`src/rtl/pipe_hazard_ctrl.sv`:
```
// -----------------------------------------------------------------------------
// pipe_hazard_ctrl
//   Central pipeline sequencer for the 5-stage core. Produces the write-enable
//   and flush controls of the PC, IF/ID, ID/EX and EX/MEM pipeline registers.
//   It resolves three hazard sources, highest priority first:
//     1. memory freeze  - MEM-stage access issued but not yet acknowledged
//     2. taken branch   - resolved in EX, squashes IF/ID and ID/EX
//     3. load-use       - a load in EX feeds a register read in ID
//   Control block only; no datapath values pass through it.
//
// Optional feature:
//   PIPE_HAZARD_CTRL_PERF_EN - adds the stall_cyc and flush_cnt counters.
//
// Ports:
//   clk         in   rising-edge clock
//   rst         in   asynchronous active-high reset
//   op_id       in   [5:0] opcode in ID
//   rs_id       in   [4:0] rs field in ID
//   rt_id       in   [4:0] rt field in ID
//   op_ex       in   [5:0] opcode in EX
//   Ri_ex       in   [4:0] destination register in EX
//   ife_ex      in   branch taken, resolved in EX
//   op_mem      in   [5:0] opcode in MEM
//   mem_ready   in   data memory completes its access this cycle
//   pc_we       out  PC load enable
//   ifid_we     out  IF/ID register enable
//   ifid_flush  out  IF/ID loads a bubble
//   idex_flush  out  ID/EX loads a bubble
//   exmem_we    out  EX/MEM register enable
//   mem_req     out  data-memory access request
//   mem_err     out  sticky memory-timeout flag
//   state       out  [1:0] current FSM state (debug)
//   stall_cyc   out  [31:0] cycles with pc_we=0 (PERF_EN only)
//   flush_cnt   out  [31:0] branch flush events (PERF_EN only)
//
// Handshake: mem_req is high while MEM holds a load/store; the access is
// complete in any cycle where mem_req and mem_ready are both high. Until then
// the whole pipeline holds.
// -----------------------------------------------------------------------------
module pipe_hazard_ctrl #(
    parameter logic [5:0] OP_LW    = 6'h23,
    parameter logic [5:0] OP_SW    = 6'h2B,
    parameter int         MAX_WAIT = 16
) (
    input  logic        clk,
    input  logic        rst,
    input  logic [5:0]  op_id,
    input  logic [4:0]  rs_id,
    input  logic [4:0]  rt_id,
    input  logic [5:0]  op_ex,
    input  logic [4:0]  Ri_ex,
    input  logic        ife_ex,
    input  logic [5:0]  op_mem,
    input  logic        mem_ready,
    output logic        pc_we,
    output logic        ifid_we,
    output logic        ifid_flush,
    output logic        idex_flush,
    output logic        exmem_we,
    output logic        mem_req,
    output logic        mem_err,
`ifdef PIPE_HAZARD_CTRL_PERF_EN
    output logic [31:0] stall_cyc,
    output logic [31:0] flush_cnt,
`endif
    output logic [1:0]  state
);

    typedef enum logic [1:0] {
        RUN    = 2'd0,
        LSTALL = 2'd1,
        BFLUSH = 2'd2,
        MWAIT  = 2'd3
    } state_t;

    localparam logic [7:0] MAX_W = 8'(MAX_WAIT);

    state_t     state_q, state_d;
    logic [7:0] wait_cnt, wait_cnt_d;
    logic       freeze;
    logic       branch;
    logic       load_use;
    logic       branch_fire;
    logic       err_set;

    // op_id is part of the ID-stage view but every opcode is treated as a
    // potential reader of rs/rt, so it does not qualify hazard detection.
    logic       unused_op_id;
    assign unused_op_id = ^op_id;

    assign state = state_q;

    // Hazard detection
    always_comb begin
        mem_req  = ~rst & ((op_mem == OP_LW) | (op_mem == OP_SW));
        freeze   = mem_req & ~mem_ready;
        // BFLUSH ignores ife_ex: the instruction in EX is the bubble we inserted.
        branch   = ife_ex & (state_q != BFLUSH);
        // Register 0 never carries a dependency. LSTALL does not re-detect,
        // which limits each load to one bubble.
        load_use = (op_ex == OP_LW) && (Ri_ex != 5'd0) &&
                   ((Ri_ex == rs_id) || (Ri_ex == rt_id)) &&
                   ((state_q == RUN) || (state_q == MWAIT));
    end

    // Next state and control outputs
    always_comb begin
        pc_we       = 1'b1;
        ifid_we     = 1'b1;
        ifid_flush  = 1'b0;
        idex_flush  = 1'b0;
        exmem_we    = 1'b1;
        branch_fire = 1'b0;
        state_d     = RUN;

        if (rst) begin
            pc_we      = 1'b0;
            ifid_we    = 1'b0;
            exmem_we   = 1'b0;
            ifid_flush = 1'b1;
            idex_flush = 1'b1;
        end else if (freeze) begin
            pc_we    = 1'b0;
            ifid_we  = 1'b0;
            exmem_we = 1'b0;
            state_d  = MWAIT;
        end else if (branch) begin
            ifid_flush  = 1'b1;
            idex_flush  = 1'b1;
            branch_fire = 1'b1;
            state_d     = BFLUSH;
        end else if (load_use) begin
            pc_we      = 1'b0;
            ifid_we    = 1'b0;
            idex_flush = 1'b1;
            state_d    = LSTALL;
        end
    end

    // Wait counter: counts frozen cycles spent in MWAIT, saturating at
    // MAX_WAIT; any unfrozen cycle clears it.
    always_comb begin
        wait_cnt_d = wait_cnt;
        err_set    = 1'b0;
        if (!freeze) begin
            wait_cnt_d = 8'd0;
        end else if (state_q == MWAIT) begin
            if (wait_cnt < MAX_W) begin
                wait_cnt_d = wait_cnt + 8'd1;
            end
            err_set = (wait_cnt_d == MAX_W);
        end
    end

    always_ff @(posedge clk or posedge rst) begin
        if (rst) begin
            state_q  <= RUN;
            wait_cnt <= 8'd0;
            mem_err  <= 1'b0;
        end else begin
            state_q  <= state_d;
            wait_cnt <= wait_cnt_d;
            if (err_set) begin
                mem_err <= 1'b1;
            end
        end
    end

`ifdef PIPE_HAZARD_CTRL_PERF_EN
    always_ff @(posedge clk or posedge rst) begin
        if (rst) begin
            stall_cyc <= 32'd0;
            flush_cnt <= 32'd0;
        end else begin
            if (!pc_we && (stall_cyc != 32'hFFFF_FFFF)) begin
                stall_cyc <= stall_cyc + 32'd1;
            end
            if (branch_fire && (flush_cnt != 32'hFFFF_FFFF)) begin
                flush_cnt <= flush_cnt + 32'd1;
            end
        end
    end
`endif

endmodule
```
`config.mk`:
```
export PLATFORM = sky130hd
export DESIGN_NAME = pipe_hazard_ctrl
export DESIGN_NICKNAME = d
export VERILOG_FILES = /design/src/rtl/pipe_hazard_ctrl.sv
export SDC_FILE = /design/constraint.sdc
export NUM_CORES = 1
export LEC_CHECK = 0
export CORE_MARGIN = 5
export CORE_UTILIZATION = 33
export CTS_CLUSTER_DIAMETER = 150
export CTS_CLUSTER_SIZE = 28
export DETAILED_ROUTE_END_ITERATION = 8
export HOLD_SLACK_MARGIN = 0.06
export PLACE_DENSITY = 0.74
export SLEW_MARGIN = 30
export SYNTH_ARGS = -nofsm -noshare
export SYNTH_HDL_FRONTEND = slang
export SYNTH_SLANG_ARGS = --single-unit
```
`constraint.sdc`:
```
create_clock -name clk -period 2.2 [get_ports clk]
set_input_delay 0.66 -clock clk [delete_from_list [all_inputs] [get_ports clk]]
set_output_delay 0.66 -clock clk [all_outputs]
set_load 0.05 [all_outputs]
```
# After elaboration in Yosys (flattened, before gate mapping)
# Cells that the tools add are included.
dict set report op_classes {
  n_reduce_logical 7
  n_eq_ne 9
  magnitude_cmp 1
  mux 24
  n_bitwise 6
  addsub 1
}
# operator count
set op_table {}
lappend op_table {{8-bit two-way mux} 5}
lappend op_table {{6-bit == test (second input constant)} 3}
lappend op_table {{1-bit two-way mux} 16}
lappend op_table {{5-bit == test} 2}
lappend op_table {{8-bit by 1-bit adder with 8-bit output (second input constant)} 1}
lappend op_table {{8-bit by 5-bit == test with 1-bit output (second input constant)} 1}
lappend op_table {{8-bit by 5-bit < comparator with 1-bit output (second input constant)} 1}
lappend op_table {{2-bit two-way mux} 3}
lappend op_table {{5-bit nonzero test} 1}
lappend op_table {{1-bit bitwise AND} 3}
lappend op_table {{1-bit logical AND} 3}
lappend op_table {{2-bit == test (second input constant)} 1}
lappend op_table {{2-bit logical NOT} 1}
lappend op_table {{1-bit logical OR} 2}
lappend op_table {{2-bit by 1-bit != test with 1-bit output (second input constant)} 1}
lappend op_table {{2-bit != test (second input constant)} 1}
lappend op_table {{1-bit inverter} 2}
lappend op_table {{1-bit OR} 1}
dict set report word_totals {
  out_inout_bits 9
  ff_bits 11
  in_bits 37
}

# Logic depth before layout (Yosys ltp)
# Gate-level depths: netlist (run 1).
dict set report logic_depth {
  ltp_word 8
  mapped_depth 7
  ltp_nobuf 6
}

# Worst setup path after synthesis (run 1)
# Ideal clock, no wire load.
dict set report synth_timing {
  path_type {register to output}
  start {reg state_q[0] (netlist: state[0])}
  end {out idex_flush}
  path_buffers 0
  stages_incl_launch_ff 7
  setup_slack_ns -1.086
  required_time_ns 1.540
  t_arrival_ns 2.626
  path_cell_list {dfrtp_1 > inv_1 > ha_1 > nand4b_1 > nor4b_1 > o21ai_1 > o31ai_1}
}
dict set report synth_via {
  elab_chain_len 7
  word_cells_on_any_way 10
  cone_classes {eq/ne (2); mux (4); bitwise (1); reduce/logical (3)}
}
# item line
set synth_lines {}
lappend synth_lines {{start: declaration} 78} ;# state_t state_q, state_d;
lappend synth_lines {{start signal: assignment} 161} ;# state_q <= state_d;
lappend synth_lines {{2-bit == test or 2-bit logical NOT (tied branches)} 103} ;# ((state_q == RUN) || (state_q == MWAIT));
lappend synth_lines {{1-bit logical OR} 103}
lappend synth_lines {{1-bit logical AND} 102} ;# ((Ri_ex == rs_id) || (Ri_ex == rt_id)) &&
lappend synth_lines {{1-bit two-way mux} 132} ;# end else if (load_use) begin
lappend synth_lines {{1-bit two-way mux (*)} 127} ;# end else if (branch) begin
lappend synth_lines {{1-bit two-way mux (*)} 122} ;# end else if (freeze) begin
lappend synth_lines {{1-bit two-way mux (*)} 116} ;# if (rst) begin
lappend synth_lines {{end: declaration} 58} ;# output logic idex_flush,
# Every way passes the cells marked *; elsewhere a longest branch is shown, timed or not.

# Worst setup path in the final report (run 1)
dict set report layout_timing {
  start {in op_ex[3]}
  end {out pc_we}
}
dict set report layout_via {
  elab_chain_len 8
}
# item line
set layout_lines {}
lappend layout_lines {{start: declaration} 50} ;# input logic [5:0] op_ex,
lappend layout_lines {{6-bit == test} 101} ;# load_use = (op_ex == OP_LW) && (Ri_ex != 5'd0) &&
lappend layout_lines {{1-bit logical AND (2 in a row)} 101}
lappend layout_lines {{1-bit logical AND} 102}
lappend layout_lines {{1-bit two-way mux} 132}
lappend layout_lines {{1-bit two-way mux} 127}
lappend layout_lines {{1-bit two-way mux} 122}
lappend layout_lines {{1-bit two-way mux} 116}
lappend layout_lines {{end: declaration} 55} ;# output logic pc_we,
# No other way between the ends.

==> flow_metrics.env, run 1 <==
export IMPL_num_antenna_cells=0
export IMPL_nNetsFinal=179
export IMPL_setup_viol=5
export IMPL_finalCritPeriodShare_pct=125
export IMPL_synth_top_cell_area_share_pct=34.6
export IMPL_maxSlewHeadroom_pct=72.8
export IMPL_internal_power_uw=370
export IMPL_syn_area_per_cell_um2=10.2
export IMPL_netSwitchingFraction_pct=28.6
export IMPL_cp_num_buf_inv=2
export IMPL_drt_wirelength_per_cell_um=12.6
export IMPL_post_route_min_period_ns=2.74
export IMPL_wl_met2_um=1130
export IMPL_core_area_mm2=0.00225
export IMPL_grt_antenna_before_repair=0
export IMPL_wirelength_um=2080
export IMPL_io_pins=46
export IMPL_cp_end_kind="output port"
export IMPL_grt_first_pass_wirelength_um=3610
export IMPL_dp_hpwl_um=1710
export IMPL_multiInputGateArea_um2=573
export IMPL_ys_flop_type="dfrtp_1"
export IMPL_h_tree_depth=1
export IMPL_rsz0062_at_grt="true"
export IMPL_hp_class="reg2reg"
export IMPL_p_comb_share_pct=34.3
export IMPL_initial_core_util_pct=35.3
export IMPL_final_antenna_net_count=0
export IMPL_clock_sinks=11
export IMPL_seqPwrFrac_pct=39.5
export IMPL_highest_layer="met4"
export IMPL_drt_iter0_drc=22
export IMPL_drv_slew=0
export IMPL_ir_worst_vdd_v=0.000281
export IMPL_powerDensity_mw_per_mm2=350
export IMPL_syn_nets=118
export IMPL_grt_start_max_net_pins=12
export IMPL_synth_yosys_seq_area_share_pct=34.6
export IMPL_grt_overflow_total=0
export IMPL_yosysMostFrequentCell="xor2_1"
export IMPL_hold_viol_final=0
export IMPL_die_height_um=59.1
export IMPL_clk_path_buf_depth=2
export IMPL_vias=810
export IMPL_dieArea_mm2=0.00349
export IMPL_track_usage_pct=13.3
export IMPL_synth_cells=78
export IMPL_viasPerCell=4.88
export IMPL_critPathTopFamily="buffers and inverters"
export IMPL_rows=17
export IMPL_max_freq_ghz=0.365
export IMPL_violations="setup timing"
export IMPL_critPathLaunchType="primary input"
export IMPL_fin_skew_ns=0.00239
export IMPL_place_area_mm2=0.00136
export IMPL_holdBufCountCts=0
export IMPL_clk_latency_ns=0.26
export IMPL_syn_to_final_growth_pct=86.0
export IMPL_route_met3_wl_um=160
export IMPL_synthTopCellsByCount="13 x xor2_1, 11 x dfrtp_1, 9 x nor2_1"
export IMPL_synth_seq_cells=11
export IMPL_die_x_um=59.1
export IMPL_status="finished, violations left"
export IMPL_cts_inserted_buffers=3
export IMPL_crit_path_max_incr_delay_ns=0.44
export IMPL_yosysTopAreaCell="dfrtp_1"
export IMPL_worstPathCellList="clkdlybuf4s50_1, nor4b_4, o21ai_4, o31a_4, buf_12"
export IMPL_netlist_area_um2=796
export IMPL_p_sw_uw=148
export IMPL_p_clk_share_pct=26.2
export IMPL_final_area_mm2=0.00148
export IMPL_synth_edf_count=0
export IMPL_cpMaxStageDelayCell="clkdlybuf4s50_1"
export IMPL_arrival_ns=2.08
export IMPL_cts_tree="yes"
export IMPL_grt_pass1_vias=901
export IMPL_drc_errors=0
export IMPL_port_buffers=38
export IMPL_synthTopCellsByArea="dfrtp_1 35%, xor2_1 14%, nor4_4 5.3%"
export IMPL_ys_warn_count=0
export IMPL_crit_type="in2out"
export IMPL_synth_cell_types=31
export IMPL_detail_route_first_pass_iterations=2
export IMPL_worstMarginPinSlew_ns=0.407
export IMPL_synthArstFlopShare_pct=100
export IMPL_gp_congestion=0.684
export IMPL_required_ns=1.54
export IMPL_cp_max_fo=2
export IMPL_cellLeakagePower_uw=0.000670
export IMPL_regArea_um2=278
export IMPL_drt_met1_wl_um=738
export IMPL_clk_pin_slew_ns=0.07
export IMPL_pre_cts_slack_ns=-0.714
export IMPL_n_fill_cell=192
export IMPL_drive_above_1_share_pct=43.5
export IMPL_setup_slack_ns=-0.543
export IMPL_total_power_uw=518
export IMPL_drv_cap=0
export IMPL_clockRootBuffer="clkbuf_4"
layout make-up:
| class | count | area share (%) |
|---|---|---|
| clock buffers | 4 | 1.78 |
| inverters | 3 | 1.01 |
| well taps | 28 | 2.37 |
| multi-input cells | 61 | 38.7 |
| flip-flops and latches | 11 | 18.8 |
| repair buffers | 59 | 37.4 |
cell families (layout without fill, tap and decap cells):
family / Yosys count / count (layout) / synth area share, %
AOI/OAI and AO/OA: 11 / 11 / 11.5
xor gates and xnor gates: 13 / 13 / 14.3
adders and majority gates: 3 / 3 / 4.72
buffers and inverters: 6 / 66 / 5.19
DFF: 11 / 11 / 34.6
and+or+nand+nor: 34 / 34 / 29.7
per-stage QoR:
stage / utilization (%) / cells / hold WS [ns] / setup TNS (ns)
2_1_floorplan: - / 78 / 0.531 / -1.12
3_3_place_gp: 60.1 / 156 / 0.463 / -3.39
3_5_place_dp: 60.1 / 156 / 0.484 / -3.57
4_1_cts: 65.8 / 165 / 0.500 / -2.30
5_1_grt: 65.6 / 166 / 0.520 / -2.32
6_report: 65.6 / 166 / 0.483 / -2.03
cell usage in the layout, fill, tap and decap left out, types with 2 or more instances in the layout:
cell type         n
and2_1            3
buf_12            3
buf_2             5
buf_4            20
buf_6             6
buf_8             2
clkbuf_4          3
clkdlybuf4s50_1  14
dfrtp_1           9
dfrtp_2           2
dlygate4sd2_1     6
ha_1              2
nand2_1           3
nand3_1           3
nor2_1            8
nor3_2            2
nor3b_1           3
nor4_4            2
or4_4             2
xor2_1           13
power by group through the flow:
| stage | logic (uW) | clock network, uW | registers, uW |
|---|---|---|---|
| final | 178 | 136 | 205 |
| after detailed placement | 164 | 0 | 208 |
| after global routing | 190 | 154 | 205 |
| after global placement | 162 | 0 | 208 |
| after floorplan | 66.6 | 0 | 212 |
| after CTS | 178 | 142 | 204 |
per-layer routing:
layer,GRT usage (%),vias to the layer above
met5,0,-
met4,8.09,0
met3,3.70,6
met2,24.3,31
met1,13.2,375
li1,-,398
flip-flops by register name, indices dropped and copies added (netlist names):
| signal | flops |
|---|---|
| state | 2 |
| mem_err | 1 |
| wait_cnt | 8 |
worst paths after layout:
kind                       depth (start not counted)     start           to  slack (ns)
max                                                5  op_ex[3]        pc_we       -0.54
min                                                1   mem_err      mem_err        0.48
max reg2reg                                        7  state[1]     state[0]        0.27
min reg2reg                                        1   mem_err      mem_err        0.48
max in group asynchronous                          5       rst     state[1]        1.15
min in group asynchronous                          5       rst  wait_cnt[3]        0.74
repair_timing:
action                                  in CTS  in global routing
endpoints found under the setup margin       6                  7
endpoints found under the hold margin        0                  0
pin swaps                                   11                  9
resized for setup                           48                  6
buffers inserted                             5                  2
(Power assumes the default switching activity.)
==> run 2: changes to the inputs <==
--- a/config.mk
+++ b/config.mk
@@ -8,9 +8,10 @@
 export CORE_MARGIN = 5
 export CORE_UTILIZATION = 33
 export CTS_CLUSTER_DIAMETER = 150
-export CTS_CLUSTER_SIZE = 28
+export CTS_CLUSTER_SIZE = 10
 export DETAILED_ROUTE_END_ITERATION = 8
 export HOLD_SLACK_MARGIN = 0.06
+export MAX_ROUTING_LAYER = met4
 export PLACE_DENSITY = 0.74
 export SLEW_MARGIN = 30
 export SYNTH_ARGS = -nofsm -noshare
==> run 2 against run 1 <==
Against the previous run: the run still ends with setup timing left; first-iteration DRC count unchanged; register-to-register slack barely moved; sequential share of layout area stayed put; largest power group unchanged; flip-flop and latch count unchanged; non-clock buffer count did not move.
==> flow_metrics.env, run 2 (synthesized netlist as in run 1, its figures left out) <==
export IMPL_status="finished, violations left"
export IMPL_violations="setup timing"
export IMPL_worstMarginPinSlew_ns=0.407
export IMPL_nNetsFinal=179
export IMPL_drc_errors=0
export IMPL_port_buffers=38
export IMPL_crit_path_max_incr_delay_ns=0.44
export IMPL_grt_pass1_vias=901
export IMPL_setup_slack_ns=-0.544
export IMPL_cts_tree="yes"
export IMPL_cellLeakagePower_uw=0.000670
export IMPL_grt_overflow_total=0
export IMPL_drt_wirelength_per_cell_um=12.6
export IMPL_wirelength_um=2080
export IMPL_cp_num_buf_inv=2
export IMPL_cts_inserted_buffers=3
export IMPL_num_antenna_cells=0
export IMPL_grt_antenna_before_repair=0
export IMPL_max_freq_ghz=0.364
export IMPL_die_x_um=59.1
export IMPL_powerDensity_mw_per_mm2=350
export IMPL_use_met3_pct=2.40
export IMPL_worstPathCellList="clkdlybuf4s50_1, nor4b_4, o21ai_4, o31a_4, buf_12"
export IMPL_largest_reg_flops=8
export IMPL_dieArea_mm2=0.00349
export IMPL_holdBufCountCts=0
export IMPL_clk_latency_ns=0.26
export IMPL_setup_viol=5
export IMPL_cp_end_kind="output port"
export IMPL_regMostFlops="wait_cnt"
export IMPL_vias=810
export IMPL_syn_to_final_growth_pct=86.0
export IMPL_gp_congestion=0.691
export IMPL_required_ns=1.54
export IMPL_critPathLaunchType="primary input"
export IMPL_postLayoutCoreUtil_pct=65.6
export IMPL_layout_common_cells="20 x buf_4, 14 x clkdlybuf4s50_1, 13 x xor2_1"
export IMPL_rsz0062_at_grt="true"
export IMPL_drv_cap=0
export IMPL_initial_core_util_pct=35.3
export IMPL_viasPerCell=4.88
export IMPL_die_height_um=59.1
export IMPL_final_common_cell="buf_4"
export IMPL_track_usage_pct=13.7
export IMPL_total_power_uw=518
export IMPL_post_route_min_period_ns=2.74
export IMPL_finalCritPeriodShare_pct=125
export IMPL_use_met1_pct=14.0
export IMPL_drive_above_1_share_pct=43.5
export IMPL_grt_first_pass_wirelength_um=3610
export IMPL_hold_viol_final=0
export IMPL_ir_worst_vdd_v=0.000281
export IMPL_core_area_mm2=0.00225
export IMPL_clock_sinks=11
export IMPL_maxSlewHeadroom_pct=72.8
export IMPL_arrival_ns=2.08
export IMPL_clockRootBuffer="clkbuf_4"
export IMPL_drv_slew=0
export IMPL_drt_iter0_drc=22
export IMPL_hp_class="reg2reg"
export IMPL_detail_route_first_pass_iterations=2
export IMPL_final_antenna_net_count=0
export IMPL_rows=17
export IMPL_critPathTopFamily="buffers and inverters"
export IMPL_top_usage_layer="met2"
export IMPL_grt_util_met2_pct=24.3
export IMPL_h_tree_depth=1
export IMPL_fin_skew_ns=0.00239
export IMPL_io_pins=46
export IMPL_cpMaxStageDelayCell="clkdlybuf4s50_1"
export IMPL_clk_pin_slew_ns=0.07
export IMPL_cp_max_fo=2
export IMPL_grt_start_max_net_pins=12
export IMPL_crit_type="in2out"
export IMPL_clk_path_buf_depth=2
export IMPL_dp_hpwl_um=1710
run 2: cell counts in the layout (fill, tap and decap cells not counted):
No cell type changed its count.
run 2: where the power goes:
part	leakage, uW	switching, uW	internal (uW)
registers	0.000150	1.24	203
logic	0.000505	81.8	96.1
clock network	0.0000150	65.4	70.1
total	0.000670	148	370
run 2: timing repair:
action / 4_1_cts / 5_1_grt
endpoints found under the setup margin: 6 / 7
buffers inserted: 5 / 2
pin swaps: 11 / 9
gates cloned: 0 / 0
gates resized for setup: 48 / 6
run 2: stage by stage:
stage                     area [um^2]  std cells  setup WS [ns]  hold slack, ns  setup TNS [ns]
after floorplan                   850         78         -0.360           0.531           -1.12
after global placement           1360        156         -0.710           0.463           -3.39
after detailed placement         1360        156         -0.714           0.484           -3.57
after CTS                        1480        165         -0.587           0.500           -2.30
after global routing             1480        166         -0.607           0.520           -2.32
final                            1480        166         -0.544           0.483           -2.03
run 2: path summary, 6_finish.rpt:
check | from | end | slack, ns | cells after the start
max | op_ex[3] | ifid_we | -0.54 | 5
min | mem_err | mem_err | 0.48 | 1
max reg2reg | state[1] | state[0] | 0.27 | 7
min reg2reg | mem_err | mem_err | 0.48 | 1
max in group asynchronous | rst | state[1] | 1.15 | 5
min in group asynchronous | rst | wait_cnt[3] | 0.74 | 5
run 2: worst reg2reg max path: stages, from the launching register on:
cell and delay [ns]:
dfrtp_2 0.43, ha_4 0.26, nand4b_1 0.15, nor4b_4 0.32, o21ai_4 0.10, buf_4 0.15
buf_4 0.12, o41ai_1 0.27
run 2: cell type report:
type	instances	area (um^2)
fillers	192	774
multi-input cells	61	573
well taps	28	35.0
clock buffers	4	26.3
inverters	3	15.0
flip-flops and latches	11	278
repair buffers	59	553
run 2: per-layer routing:
layer	vias up	share of wire (%)	wire, um
met1	375	38	782
li1	398	-	-
met4	0	2.4	51
met5	-	0	0
met2	31	54	1130
met3	6	5.6	117
==> run 3: changes to the inputs <==
--- a/config.mk
+++ b/config.mk
@@ -8,7 +8,7 @@
 export CORE_MARGIN = 5
 export CORE_UTILIZATION = 33
 export CTS_CLUSTER_DIAMETER = 150
-export CTS_CLUSTER_SIZE = 10
+export CTS_CLUSTER_SIZE = 8
 export DETAILED_ROUTE_END_ITERATION = 8
 export HOLD_SLACK_MARGIN = 0.06
 export MAX_ROUTING_LAYER = met4
==> results of run 3 <==
Same layout as run 2: the final DEF is identical, and so are final timing and power.
